**src/rtl/rpm_pkg.sv**
```systemverilog
// Shared constants, widths and FSM encoding for the RPM blip generator.
package rpm_pkg;

  localparam int unsigned CLK_HZ   = 50_000_000;
  localparam int unsigned BLIP_NUM = 8;
  localparam int unsigned BLIP_DEN = 3;

  localparam int unsigned RPM_W = 16;
  localparam int unsigned HP_W  = 24;

  // Clocks per half blip period at 1 RPM: CLK_HZ*DEN / (2*NUM).
  function automatic longint unsigned calc_k(input longint unsigned clk_hz,
                                             input longint unsigned num,
                                             input longint unsigned den);
    return (clk_hz * den) / (64'd2 * num);
  endfunction

  localparam longint unsigned K = calc_k(CLK_HZ, BLIP_NUM, BLIP_DEN);

  typedef enum logic [1:0] {
    IDLE,
    DIV,
    COMMIT
  } cmd_state_e;

endpackage

```
**src/rtl/rpm_divider.sv**
```systemverilog
// Restoring divider: 24-bit dividend / 16-bit divisor, one quotient bit per
// clock. The start edge already performs the first iteration, so done pulses
// on the 24th edge after start is taken.
module rpm_divider
  import rpm_pkg::*;
(
  input  logic             clk_i,
  input  logic             rst_i,
  input  logic             start_i,
  input  logic [HP_W-1:0]  dividend_i,
  input  logic [RPM_W-1:0] divisor_i,
  output logic             busy_o,
  output logic             done_o,
  output logic [HP_W-1:0]  quotient_o
);

  localparam int unsigned CNT_W = $clog2(HP_W);

  logic [RPM_W-1:0] rem_q, rem_d, rem_in;
  logic [RPM_W-1:0] div_q, div_in;
  logic [HP_W-1:0]  quo_q, quo_d, quo_in;
  logic [CNT_W-1:0] left_q;
  logic             busy_q, done_q;
  logic [RPM_W:0]   trial;
  logic             qbit;

  // One restoring-division step, fed from the ports on start, else from state.
  always_comb begin
    rem_in = start_i ? '0         : rem_q;
    quo_in = start_i ? dividend_i : quo_q;
    div_in = start_i ? divisor_i  : div_q;
    trial  = {rem_in, quo_in[HP_W-1]};
    qbit   = 1'b0;
    rem_d  = trial[RPM_W-1:0];
    if (trial >= {1'b0, div_in}) begin
      qbit  = 1'b1;
      rem_d = RPM_W'(trial - {1'b0, div_in});
    end
    quo_d = {quo_in[HP_W-2:0], qbit};
  end

  // Iteration sequencing and done pulse.
  always_ff @(posedge clk_i or posedge rst_i) begin
    if (rst_i) begin
      rem_q  <= '0;
      quo_q  <= '0;
      div_q  <= '0;
      left_q <= '0;
      busy_q <= 1'b0;
      done_q <= 1'b0;
    end else begin
      done_q <= 1'b0;
      if (start_i) begin
        rem_q  <= rem_d;
        quo_q  <= quo_d;
        div_q  <= divisor_i;
        left_q <= CNT_W'(HP_W - 1);
        busy_q <= 1'b1;
      end else if (busy_q) begin
        rem_q  <= rem_d;
        quo_q  <= quo_d;
        left_q <= left_q - CNT_W'(1);
        if (left_q == CNT_W'(1)) begin
          busy_q <= 1'b0;
          done_q <= 1'b1;
        end
      end
    end
  end

  assign busy_o     = busy_q;
  assign done_o     = done_q;
  assign quotient_o = quo_q;

endmodule

```
**src/rtl/rpm_blip_gen.sv**
```systemverilog
// Commanded RPM to blip square wave. A command FSM computes the half-period
// with a sequential divide; the phase counter only adopts a new half-period
// at a phase boundary so no runt pulse is ever produced.
module rpm_blip_gen
  import rpm_pkg::*;
#(
  parameter int unsigned CLK_HZ   = rpm_pkg::CLK_HZ,
  parameter int unsigned BLIP_NUM = rpm_pkg::BLIP_NUM,
  parameter int unsigned BLIP_DEN = rpm_pkg::BLIP_DEN
) (
  input  logic             clk50M,
  input  logic             reset,
  input  logic [RPM_W-1:0] rpm_cmd,
  input  logic             rpm_valid,
  output logic             rpm_ready,
  output logic             blips,
  output logic             running,
  output logic [HP_W-1:0]  half_period
);

  localparam longint unsigned K_FULL = calc_k(CLK_HZ, BLIP_NUM, BLIP_DEN);
  localparam logic [HP_W-1:0] K_VAL  = HP_W'(K_FULL);

  // K must fit the dividend and exceed any divisor so H is never 0 for rpm>0.
  if (((K_FULL >> HP_W) != 0) || (K_FULL < (64'd1 << RPM_W))) begin : g_bad_k
    $error("rpm_blip_gen: K=%0d out of range for the divider widths", K_FULL);
  end

  cmd_state_e       state_q;
  logic             ready_q, zero_q;
  logic [HP_W-1:0]  pend_q;
  logic             pend_valid_q;

  logic [HP_W-1:0]  cnt_q, cnt_d, hp_q, hp_d;
  logic             blips_q, blips_d, running_q;
  logic             consume, commit, accept, div_start;
  logic             div_busy, div_done;
  logic [HP_W-1:0]  div_quo;

  assign accept    = rpm_valid && ready_q;
  assign div_start = accept && (rpm_cmd != '0) && !div_busy;
  assign commit    = (state_q == COMMIT);

  rpm_divider u_div (
    .clk_i      (clk50M),
    .rst_i      (reset),
    .start_i    (div_start),
    .dividend_i (K_VAL),
    .divisor_i  (rpm_cmd),
    .busy_o     (div_busy),
    .done_o     (div_done),
    .quotient_o (div_quo)
  );

  // Command FSM: accept, divide (or skip for 0), commit to the pend register.
  always_ff @(posedge clk50M or posedge reset) begin
    if (reset) begin
      state_q <= IDLE;
      ready_q <= 1'b1;
      zero_q  <= 1'b0;
      pend_q  <= '0;
    end else begin
      case (state_q)
        IDLE: begin
          if (accept) begin
            ready_q <= 1'b0;
            zero_q  <= (rpm_cmd == '0);
            state_q <= (rpm_cmd == '0) ? COMMIT : DIV;
          end
        end
        DIV: begin
          if (div_done) state_q <= COMMIT;
        end
        COMMIT: begin
          pend_q  <= zero_q ? '0 : div_quo;
          ready_q <= 1'b1;
          state_q <= IDLE;
        end
        default: begin
          ready_q <= 1'b1;
          state_q <= IDLE;
        end
      endcase
    end
  end

  // Pending flag: a fresh commit wins over a same-cycle consume, so the newer
  // value stays queued while the generator picks up the older one.
  always_ff @(posedge clk50M or posedge reset) begin
    if (reset)        pend_valid_q <= 1'b0;
    else if (commit)  pend_valid_q <= 1'b1;
    else if (consume) pend_valid_q <= 1'b0;
  end

  // Phase counter next-state: load from pend only when stopped or at a boundary.
  always_comb begin
    cnt_d   = cnt_q;
    hp_d    = hp_q;
    blips_d = blips_q;
    consume = 1'b0;
    if (hp_q == '0) begin
      cnt_d   = '0;
      blips_d = 1'b0;
      if (pend_valid_q) begin
        hp_d    = pend_q;
        consume = 1'b1;
      end
    end else if (cnt_q == hp_q - HP_W'(1)) begin
      cnt_d   = '0;
      blips_d = ~blips_q;
      if (pend_valid_q) begin
        hp_d    = pend_q;
        consume = 1'b1;
        if (pend_q == '0) blips_d = 1'b0;
      end
    end else begin
      cnt_d = cnt_q + HP_W'(1);
    end
  end

  // Phase counter and registered outputs.
  always_ff @(posedge clk50M or posedge reset) begin
    if (reset) begin
      cnt_q     <= '0;
      hp_q      <= '0;
      blips_q   <= 1'b0;
      running_q <= 1'b0;
    end else begin
      cnt_q     <= cnt_d;
      hp_q      <= hp_d;
      blips_q   <= blips_d;
      running_q <= (hp_d != '0);
    end
  end

  assign rpm_ready   = ready_q;
  assign blips       = blips_q;
  assign running     = running_q;
  assign half_period = hp_q;

endmodule

```
**config.mk**
```make
export PLATFORM = sky130hd
export DESIGN_NAME = rpm_blip_gen
export DESIGN_NICKNAME = d
export VERILOG_FILES = /design/src/rtl/rpm_pkg.sv /design/src/rtl/rpm_divider.sv /design/src/rtl/rpm_blip_gen.sv
export SDC_FILE = /design/constraint.sdc
export NUM_CORES = 1
export LEC_CHECK = 0
export BUFFER_PORTS_ARGS = -buffer_cell sky130_fd_sc_hd__buf_2
export CAP_MARGIN = 20
export CELL_PAD_IN_SITES_DETAIL_PLACEMENT = 0
export CELL_PAD_IN_SITES_GLOBAL_PLACEMENT = 1
export CORE_MARGIN = 8
export CORE_UTILIZATION = 52
export DETAILED_ROUTE_END_ITERATION = 8
export GPL_ROUTABILITY_DRIVEN = 0
export GPL_TIMING_DRIVEN = 0
export PLACE_DENSITY = 0.91
export REMOVE_ABC_BUFFERS = 1
export SETUP_SLACK_MARGIN = 0.1
export SLEW_MARGIN = 40
export SYNTH_ARGS = -nofsm -noshare
export SYNTH_HDL_FRONTEND = slang
export SYNTH_HIERARCHICAL = 1
export SYNTH_SLANG_ARGS = --single-unit
```
**constraint.sdc**
```tcl
create_clock -name clk50M -period 7.6 [get_ports clk50M]
set_clock_uncertainty 0.2 [all_clocks]
set_input_delay 1.14 -clock clk50M [delete_from_list [all_inputs] [get_ports clk50M]]
set_output_delay 1.14 -clock clk50M [all_outputs]
set_load 0.03 [all_outputs]
```
==> flow_summary.toml <==
[drt]
via_count = 5955
drt_iter0_drc = 273
vias_per_cell = 5.34
routedWlPerCell_um = 14.9
first_pass_iters = 5
route.detailed.drc = 0
wirelength_um = 16600
drtAntennaViolNets = 0

[floorplanning]
rows = 46
ios = 46
dieArea_mm2 = 0.0202
core_region_area_mm2 = 0.0157
die_y_um = 142
start_util_pct = 52.5
fp.dieW_um = 142

[worst_hold_path]
hp-class = "reg2reg"
holdCritStartpoint = "u_div/div_q[3]"

[cells_and_area]
drive_above_1_share_pct = 16.7
num_antenna_cells = 0
nNetsFinal = 927
fill_cells = 1362
final_cell_area_mm2 = 0.00940
postLayoutCoreUtil_pct = 59.8
syn2layout_area_growth_pct = 13.9

[clock_network]
clk_latency_ns = 0.43
post_cts.repair.setup_buffers = 0
path_clk_slew_ns = 0.06
clockBufferDepth = 2
cts_resized = 0
cts_tree = "built"
clock_sinks = 142
cts_max_level = 4
postCtsHoldBufs = 0
numCtsBuffers = 17
root_buffer = "clkbuf_16"

[grt]
overflow = 0
grt_pass1_vias = 5825
grt_pass1_wl_um = 28600
grt_max_degree = 64
grtUsageTotal_pct = 17.6
antenna_found_initial = 0

[critical_path]
crit_path_start_kind = "primary input"
endpoint_kind = "register"
cp-startpoint = "rpm_cmd[1]"
cp_data_arrival_time_ns = 5.50
crit_end = "u_div/rem_q[13]"
reg2regPathDepth = 15
crit_required_ns = 7.69
crit_type = "in2reg"
critPathMaxFanout = 26
rr_endpoint = "u_div/rem_q[13]"
reg2reg_slack_ns = 2.91
r2r-start = "rpm_ready"

[sta]
post-route-period-util_pct = 71.2
grt_setup_unrepaired = "false"
hold_viol_final = 0
fmax_mhz = 185
maxSlewViolCount = 0
finalCriticalPeriod_ns = 5.41
fin_hold_ws_ns = 0.285
setup_viol = 0
worstMarginPinSlew_ns = 0.776
slew_headroom_pct = 48.3

[yosys]
netlist_instances = 836
async_flop_share_pct = 100
ys_seq_area_share_pct = 43.1
synth_edf_count = 0
avgSynthCellArea_um2 = 9.88
synth-main-ff-cell = "dfrtp_1"
synth_area_mm2 = 0.00826
ys_ff_latch = 142
synthDistinctLibCells = 79
yosys_warnings = 6

[run_status]
status = "finished, final reports clean"

[placed_design]
hpwlAfterDp_um = 12200
port_buffers = 45
dpl_cell_area_mm2 = 0.00876

[pwr]
vdd_ir_drop_max_uv = 156
p_per_area_mw_per_mm2 = 174
power_leakage_nw = 4.37

[run]
cap_viol_max_count = 0
logic make-up after synthesis:
| family | Yosys count | share of synthesized area [%] |
|---|---|---|
| mux | 70 | 9.71 |
| xor+xnor | 67 | 7.11 |
| buf+inv | 70 | 4.06 |
| compound gates | 151 | 11.9 |
| fa+ha+maj | 21 | 3.27 |
| flops | 142 | 43.1 |
| other cells | 2 | 0.0910 |
| simple gates | 313 | 20.8 |
critical path, stage by stage:
cell and delay, ns:
buf_2 0.11, nor4_1 0.50, and4_1 0.38, or2_2 0.18, nor2_4 0.06, buf_16 0.17
buf_8 0.16, buf_8 0.17, nor2b_1 0.24, ha_1 0.36, a21oi_1 0.23, and2_4 0.20
a2111oi_2 0.06, o31ai_1 0.32, and2_1 0.69, nand2b_4 0.41, o22ai_2 0.12
placed cells by master, fill, tap and decap left out, types with 15 or more instances in the layout:
cell type | netlist | routed
a31oi_1 | 17 | 17
dfrtp_1 | 141 | 140
ha_1 | 20 | 20
nand3_1 | 17 | 17
mux2i_1 | 43 | 43
buf_2 | 7 | 45
o21ai_0 | 62 | 62
clkbuf_16 | 0 | 17
nand2_1 | 74 | 74
nor2_1 | 59 | 58
conb_1 | 2 | 24
mux2_4 | 18 | 18
nand2b_1 | 37 | 36
xnor2_1 | 30 | 30
nor3_1 | 15 | 15
nor4_1 | 17 | 17
inv_1 | 27 | 25
nor2b_1 | 33 | 33
xor2_1 | 37 | 37
cell usage after synthesis (17+ instances only):
cell	instances	area share (%)
mux2i_1	43	5.2
nand3_1	17	1.0
xnor2_1	30	3.2
mux2_4	18	3.3
dfrtp_1	141	43
nor4_1	17	1.3
xor2_1	37	3.9
inv_1	27	1.2
clkbuf_1	21	0.95
nor2_1	59	2.7
a31oi_1	17	1.3
ha_1	20	3.0
nand2_1	74	3.4
o21ai_0	62	3.8
nor2b_1	33	2.5
nand2b_1	37	2.8
worst min path at each step:
stage | endpoint | slack (ns) | cells after the start
4_1_cts | u_div/div_q[4] | 0.29 | 2
2_1_floorplan | u_div/div_q[10] | 0.25 | 2
6_report | u_div/div_q[3] | 0.28 | 2
5_1_grt | u_div/div_q[4] | 0.31 | 2
3_3_place_gp | u_div/rem_q[0] | 0.28 | 2
3_5_place_dp | u_div/div_q[4] | 0.28 | 2
routing by layer:
metal	track usage, %	share of wire [%]	routed length, um	vias up
li1	-	-	-	3009
met1	21.9	45	7510	2849
met2	29.7	51	8420	78
met3	3.89	3.1	516	19
met4	6.11	1.1	191	0
met5	0	0	0	-
metrics by stage:
| stage | instances | setup WS [ns] | total power [mW] | setup TNS (ns) |
|---|---|---|---|---|
| 2_1_floorplan | 815 | -0.278 | 0.783 | -2.45 |
| 3_3_place_gp | 1076 | -2.66 | 0.794 | -41.58 |
| 3_5_place_dp | 1083 | 1.68 | 0.797 | 0 |
| 4_1_cts | 1114 | 2.10 | 1.65 | 0 |
| 5_1_grt | 1115 | 1.83 | 1.69 | 0 |
| 6_report | 1115 | 2.19 | 1.63 | 0 |
power breakdown:
group	leakage (nW)	internal [mW]	switching, mW
registers	1.83	0.756	0
logic	2.25	0.00661	0.0193
clock network	0.288	0.540	0.309
flip-flops by register name, indices dropped and copies added (netlist names), 2 cells and up:
| register | flops |
|---|---|
| cnt_q | 24 |
| half_period | 24 |
| pend_q | 24 |
| state_q | 2 |
| u_div/div_q | 16 |
| u_div/left_q | 5 |
| u_div/quotient_o | 24 |
| u_div/rem_q | 16 |
layout make-up:
| type | count | area (um2) | share of cell area, % |
|---|---|---|---|
| Multi-Input combinational cell | 646 | 4460 | 47.5 |
| Sequential cell | 142 | 3560 | 37.9 |
| Timing Repair Buffer | 53 | 393 | 4.18 |
| Tap cell | 216 | 270 | 2.88 |
| Inverter | 27 | 109 | 1.16 |
| Clock buffer | 22 | 474 | 5.04 |
| Clock inverter | 9 | 135 | 1.44 |
(Power assumes the default switching activity.)
